==> config.mk <==
export PLATFORM = sky130hd
export DESIGN_NAME = cop_irq_timer
export DESIGN_NICKNAME = d
export VERILOG_FILES = /design/src/rtl/cop_irq_timer.sv
export SDC_FILE = /design/constraint.sdc
export NUM_CORES = 1
export LEC_CHECK = 0
export CAP_MARGIN = 20
export CELL_PAD_IN_SITES_DETAIL_PLACEMENT = 0
export CELL_PAD_IN_SITES_GLOBAL_PLACEMENT = 1
export CORE_MARGIN = 4
export CORE_UTILIZATION = 43
export CTS_CLUSTER_DIAMETER = 120
export DETAILED_ROUTE_END_ITERATION = 8
export PLACE_DENSITY_LB_ADDON = 0.1
export SKIP_LAST_GASP = 1
export SLEW_MARGIN = 40
export SYNTH_ARGS = -nofsm -noshare
export SYNTH_HDL_FRONTEND = slang
export SYNTH_SLANG_ARGS = --single-unit
==> constraint.sdc <==
create_clock -name clk -period 5.5 [get_ports clk]
set_input_delay 0.55 -clock clk [delete_from_list [all_inputs] [get_ports clk]]
set_output_delay 0.55 -clock clk [all_outputs]
set_load 0.02 [all_outputs]
==> src/rtl/cop_irq_timer.sv <==
// ---------------------------------------------------------------------------
// cop_irq_timer
//   Memory-mapped timer / interrupt controller on the core's coprocessor port.
//   It holds a prescaled 32-bit timer with compare and optional auto-reload,
//   an edge-detected external interrupt line, and pending and mask registers.
//   It drives the core's irq / irq_addr / iack handshake.
//
// Ports
//   clk, rst        clock (rising edge), asynchronous active-high reset
//   cop_addr_i      access address (MEM stage)
//   cop_data_i      store data (MEM stage)
//   cop_mem_ctl_i   access type: LW_CODE = load, SW_CODE = store, else idle
//   cop_dout_o      registered read data; 0 whenever no load hit last cycle
//   ext_irq_i       external interrupt request, rising-edge sensitive
//   iack_i          one-cycle interrupt acknowledge from the core
//   irq_o           registered interrupt request to the core
//   irq_addr_o      handler address (the VECTOR register)
//
// Register map (offset = addr[4:2], addr[1:0] ignored)
//   0 CTRL     bit0 TEN, bit1 GIE, bit2 AUTO
//   1 COUNT    timer value
//   2 CMP      compare value
//   3 STATUS   bit0 TPEND, bit1 XPEND, bit2 BUSY (W1C pendings, write clears BUSY)
//   4 MASK     bits[1:0] enable TPEND / XPEND
//   5 VECTOR   handler address
//   6 PRESCALE bits[15:0]
//   7          reads 0, writes ignored
// ---------------------------------------------------------------------------
module cop_irq_timer #(
  parameter logic [31:0] BASE    = 32'hFFFF_FF00,
  parameter logic [3:0]  LW_CODE = 4'b0001,
  parameter logic [3:0]  SW_CODE = 4'b0010,
  parameter logic [31:0] VEC_RST = 32'h0000_0050
) (
  input  logic        clk,
  input  logic        rst,
  input  logic [31:0] cop_addr_i,
  input  logic [31:0] cop_data_i,
  input  logic [3:0]  cop_mem_ctl_i,
  output logic [31:0] cop_dout_o,
  input  logic        ext_irq_i,
  input  logic        iack_i,
  output logic        irq_o,
  output logic [31:0] irq_addr_o
);

  // Architectural state
  logic [2:0]  ctrl;       // {AUTO, GIE, TEN}
  logic [31:0] count;
  logic [31:0] cmp;
  logic        tpend;
  logic        xpend;
  logic        busy;
  logic [1:0]  mask;
  logic [31:0] vector;
  logic [15:0] prescale;
  logic [15:0] pre_cnt;
  logic        ext_q;
  logic        irq_q;
  logic [31:0] dout_q;

  // Next-state values
  logic [2:0]  ctrl_n;
  logic [31:0] count_n;
  logic [31:0] cmp_n;
  logic        tpend_n;
  logic        xpend_n;
  logic        busy_n;
  logic [1:0]  mask_n;
  logic [31:0] vector_n;
  logic [15:0] prescale_n;
  logic [15:0] pre_cnt_n;
  logic        irq_n;
  logic [31:0] dout_n;

  // Decode. The XOR/mask form compares addr[31:5] against BASE[31:5].
  logic        hit;
  logic        ld_hit;
  logic        st_hit;
  logic [2:0]  off;
  logic [31:0] rdata;

  assign hit    = ((cop_addr_i ^ BASE) & 32'hFFFF_FFE0) == 32'h0;
  assign ld_hit = hit && (cop_mem_ctl_i == LW_CODE);
  assign st_hit = hit && (cop_mem_ctl_i == SW_CODE);
  assign off    = cop_addr_i[4:2];

  logic wr_ctrl, wr_count, wr_cmp, wr_status, wr_mask, wr_vector, wr_prescale;
  assign wr_ctrl     = st_hit && (off == 3'd0);
  assign wr_count    = st_hit && (off == 3'd1);
  assign wr_cmp      = st_hit && (off == 3'd2);
  assign wr_status   = st_hit && (off == 3'd3);
  assign wr_mask     = st_hit && (off == 3'd4);
  assign wr_vector   = st_hit && (off == 3'd5);
  assign wr_prescale = st_hit && (off == 3'd6);

  // Timer / pending logic
  logic tick;
  logic match;
  logic ext_rise;
  logic iack_ok;

  assign ext_rise = ext_irq_i & ~ext_q;

  // Interrupt handshake: irq_o is a registered level. The core answers with a
  // single-cycle iack_i while irq_o is high; that sets BUSY, which masks
  // irq_o from the next cycle on. Software rearms by writing STATUS, which
  // clears BUSY. An iack_i seen while irq_o is low is not a handshake and is
  // ignored.
  assign iack_ok = iack_i & irq_q;

  always_comb begin
    tick      = 1'b0;
    match     = 1'b0;
    pre_cnt_n = pre_cnt;
    count_n   = count;

    if (ctrl[0]) begin
      if (pre_cnt == prescale) begin
        pre_cnt_n = 16'h0;
        tick      = 1'b1;
      end else begin
        pre_cnt_n = pre_cnt + 16'd1;
      end
    end

    // A software COUNT write overrides the tick and suppresses the compare.
    if (wr_count) begin
      count_n = cop_data_i;
    end else if (tick) begin
      if (count == cmp) begin
        match   = 1'b1;
        count_n = ctrl[2] ? 32'h0 : count + 32'd1;
      end else begin
        count_n = count + 32'd1;
      end
    end
  end

  always_comb begin
    ctrl_n     = wr_ctrl     ? cop_data_i[2:0]  : ctrl;
    cmp_n      = wr_cmp      ? cop_data_i       : cmp;
    mask_n     = wr_mask     ? cop_data_i[1:0]  : mask;
    vector_n   = wr_vector   ? cop_data_i       : vector;
    prescale_n = wr_prescale ? cop_data_i[15:0] : prescale;

    // Hardware set takes priority over a same-cycle write-1-to-clear.
    tpend_n = match    | (tpend & ~(wr_status & cop_data_i[0]));
    xpend_n = ext_rise | (xpend & ~(wr_status & cop_data_i[1]));

    // Acknowledge beats a same-cycle STATUS write.
    if (iack_ok)        busy_n = 1'b1;
    else if (wr_status) busy_n = 1'b0;
    else                busy_n = busy;

    irq_n = ctrl_n[1] & ~busy_n & |({xpend_n, tpend_n} & mask_n);
  end

  // Read mux sees register values before any same-cycle update.
  always_comb begin
    rdata = 32'h0;
    case (off)
      3'd0: rdata = {29'h0, ctrl};
      3'd1: rdata = count;
      3'd2: rdata = cmp;
      3'd3: rdata = {29'h0, busy, xpend, tpend};
      3'd4: rdata = {30'h0, mask};
      3'd5: rdata = vector;
      3'd6: rdata = {16'h0, prescale};
      default: rdata = 32'h0;
    endcase
    // Zero when idle: the core ORs this into its write-back data.
    dout_n = ld_hit ? rdata : 32'h0;
  end

  always_ff @(posedge clk or posedge rst) begin
    if (rst) begin
      ctrl     <= 3'h0;
      count    <= 32'h0;
      cmp      <= 32'hFFFF_FFFF;
      tpend    <= 1'b0;
      xpend    <= 1'b0;
      busy     <= 1'b0;
      mask     <= 2'h0;
      vector   <= VEC_RST;
      prescale <= 16'h0;
      pre_cnt  <= 16'h0;
      ext_q    <= 1'b0;
      irq_q    <= 1'b0;
      dout_q   <= 32'h0;
    end else begin
      ctrl     <= ctrl_n;
      count    <= count_n;
      cmp      <= cmp_n;
      tpend    <= tpend_n;
      xpend    <= xpend_n;
      busy     <= busy_n;
      mask     <= mask_n;
      vector   <= vector_n;
      prescale <= prescale_n;
      pre_cnt  <= pre_cnt_n;
      ext_q    <= ext_irq_i;
      irq_q    <= irq_n;
      dout_q   <= dout_n;
    end
  end

  assign cop_dout_o = dout_q;
  assign irq_o      = irq_q;
  assign irq_addr_o = vector;

endmodule

==> impl_metrics.ini <==
[global_route]
grt_antenna_before_repair = 0
grt_pass1_vias = 6937
grt_max_degree = 83
grt_pass1_wl_mm = 38.7
grtUsageTotal_pct = 22.2
globalRouteOverflowTotal = 0

[routing]
first_pass_iters = 5
wl_per_cell_um = 20.2
viasPerCell = 5.62
drtAntennaViolNets = 0
totalWireLength_mm = 24.3
drtIter0Drc = 409
vias = 6755
drc = 0

[worst_hold_path]
hp-class = flop to flop
whs_path_depth = 1

[critical_path]
path_max_fanout = 26
cp-startpoint = cop_addr_i[3]
startpoint_type = primary input
r2r_end = count[2]$_DFFE_PP0P_
cp_slowest_cell = clkdlybuf4s50_1
slowest_delay_ns = 0.88
r2r_start = count[7]$_DFFE_PP0P_
worstSetupEndpointType = flop
cp_common_cell = buf_4
path_class = primary input to flop
crit_family = buffers and inverters
arrival_ns = 3.59
critical_path.endpoint = count[14]$_DFFE_PP0P_
regToRegSetupSlack_ns = 2.62
crit_required_ns = 5.87
cp.depth = 9
path_buf_inv = 3
crit_path_cell_trace = clkdlybuf4s50_1 -> nand2b_1 -> buf_4 -> nor2_1 -> buf_4 -> nand2_2 -> nand3_2 -> o41ai_1 -> a21o_1
rr_worst_depth = 7

[power_and_ir_drop]
p_leak_nw = 4.94
p_sw_share_pct = 23.5
vdd_ir_drop_max_mv = 0.211
power_switching_mw = 0.600
pwr-share-comb_pct = 5.4
pwr-share-clk_pct = 45.5
power.internal_mw = 1.95
pwr-share-seq_pct = 49.1
powerDensity_nw_per_um2 = 235

[cts]
cts_root_buf = clkbuf_16
cts_tree = done
cts_resized = 0
htreeDepth = 4
cts_setup_buffers = 0
clock_latency_ns = 0.43
cts_max_path_buffers = 2
cts.clk_slew.worst_paths_ns = 0.07
cts_num_sinks = 170
cts_buffers = 17
cts.hold.buffers_added = 0

[placement]
globalplace.congestion = 0.876
port-buffer-count = 134
hpwl_mm = 17.1

[die]
die_h_um = 150
coreArea_um2 = 19700
die_w_um = 150
rows = 51
start_util_pct = 44.3
die-area_um2 = 22600
ioPinCount = 137

[timing]
min_period_ns = 3.22
skew_ns = 0.0155
worst_slew_pin_slew_ns = 0.782
finalSetupViolCount = 0
timing.final.crit_share_pct = 58.5
hold_violations = 0
max_freq_ghz = 0.311
tns_ns = 0
worst_hold_slack_ns = 0.526
rsz0062_at_grt = false
slew_headroom_pct = 47.8
maxSlewViolCount = 0

[logic_synthesis]
syn-cell-area_um2 = 8730
synth_edf_count = 0
synth_top_area_cell = dfrtp_1
synth-seq-cells = 170
synth_area_leaders = dfrtp_1, dfstp_2, mux2_2, xor2_1, mux2i_1
syn_area_per_cell_um2 = 10.9
syn_nets = 877
synth_top_area_share_pct = 39.0
synthTopCellsByCount = dfrtp_1, mux2_2, nor2_1
seq_area_frac_synth_pct = 49.2
async_flop_share_pct = 100
yosysWarnings = 0
ys.flop_type = dfrtp_1
yosysUniqueCellTypes = 67
syn_inst = 803
yosysMostFrequentCell = dfrtp_1

[cells_and_area]
nNetsFinal = 997
layout-drive-gt1-share_pct = 18.9
area.growth.synth_to_final_pct = 24.3
n_antenna_cell = 0

[job]
cap_violations = 0

[run_status]
status = complete, no violations
==> cell type report <==
type	instances	area, um2
fill	1712	8860
sequential	170	4300
multi-input combinational	566	4160
timing repair buffer	145	1420
clock buffer	18	439
tap	265	332
clock inverter	14	123
inverter	23	91.3
==> power by group through the flow <==
stage                     Combinational [mW]  Clock [mW]  Sequential, mW
after floorplan                       0.0520           0            1.27
after global placement                 0.136           0            1.27
after detailed placement               0.139           0            1.27
after CTS                              0.140        1.17            1.25
after global routing                   0.150        1.24            1.25
final                                  0.137        1.16            1.25
==> cell usage in the layout, fill, tap and decap left out, types with 4 or more instances in the layout <==
cell | synthesis | final
clkbuf_16 | 0 | 17
o21ai_0 | 24 | 24
nor3_1 | 4 | 4
a22oi_1 | 14 | 14
a21oi_1 | 34 | 34
and2_1 | 6 | 6
nand3_1 | 17 | 17
nor2_1 | 75 | 74
a32o_1 | 5 | 5
a22o_1 | 7 | 7
mux2_1 | 5 | 5
nor4_1 | 15 | 15
xor2_1 | 49 | 49
o22a_1 | 5 | 5
xnor2_1 | 22 | 22
clkdlybuf4s50_1 | 0 | 133
a21o_1 | 12 | 12
o31ai_1 | 6 | 6
and3_1 | 15 | 15
dfstp_2 | 34 | 34
a222oi_1 | 5 | 5
dfrtp_1 | 136 | 136
nand4_1 | 20 | 20
nor2b_1 | 6 | 6
o31a_1 | 7 | 7
mux2i_1 | 31 | 31
clkinv_4 | 0 | 4
buf_4 | 1 | 11
clkinv_2 | 0 | 6
nand2_1 | 44 | 44
inv_1 | 23 | 22
mux2_2 | 78 | 78
==> kinds of logic after synthesis <==
family | after synthesis | synth area share (%)
AND/OR/NAND/NOR | 237 | 14.5
flip-flops | 170 | 49.2
AO/OA/AOI/OAI | 141 | 11.1
multiplexers | 115 | 14.4
XOR/XNOR | 71 | 7.12
buffers and inverters | 67 | 3.32
adder cells (fa/ha/maj) | 2 | 0.287
==> routing by layer <==
metal	vias up	track usage, %	routed length, um
met5	-	0	0
met4	0	5.54	381
met3	28	4.52	1290
met2	199	35.6	11400
met1	3406	30.9	11200
li1	3122	-	-
==> worst min-delay path by stage <==
stage | slack [ns] | endpoint | start
after floorplan | 0.46 | xpend$_DFF_PP0_ | xpend$_DFF_PP0_
after global placement | 0.49 | mask[1]$_DFF_PP0_ | mask[1]$_DFF_PP0_
after detailed placement | 0.50 | xpend$_DFF_PP0_ | xpend$_DFF_PP0_
after CTS | 0.52 | xpend$_DFF_PP0_ | xpend$_DFF_PP0_
after global routing | 0.54 | xpend$_DFF_PP0_ | xpend$_DFF_PP0_
final | 0.53 | ctrl[1]$_DFF_PP0_ | ctrl[1]$_DFF_PP0_
==> flip-flops by register name (all words and copies together), names as in the netlist <==
signal	flops
busy	1
cmp	32
ext_q	1
pre_cnt	16
irq_o	1
count	32
cop_dout_o	32
ctrl	3
prescale	16
xpend	1
tpend	1
mask	2
irq_addr_o	32
==> through the flow <==
stage / instances / setup WS (ns) / util, % / total power [mW] / area [um2]
after floorplan: 803 / 0.403 / - / 1.33 / 8730
after global placement: 1169 / 1.93 / 52.2 / 1.41 / 10300
after detailed placement: 1169 / 1.89 / 52.2 / 1.41 / 10300
after CTS: 1201 / 2.34 / 55.1 / 2.57 / 10900
after global routing: 1201 / 2.11 / 55.1 / 2.64 / 10900
final: 1201 / 2.28 / 55.1 / 2.55 / 10900
Power figures use the tool's default switching activity.
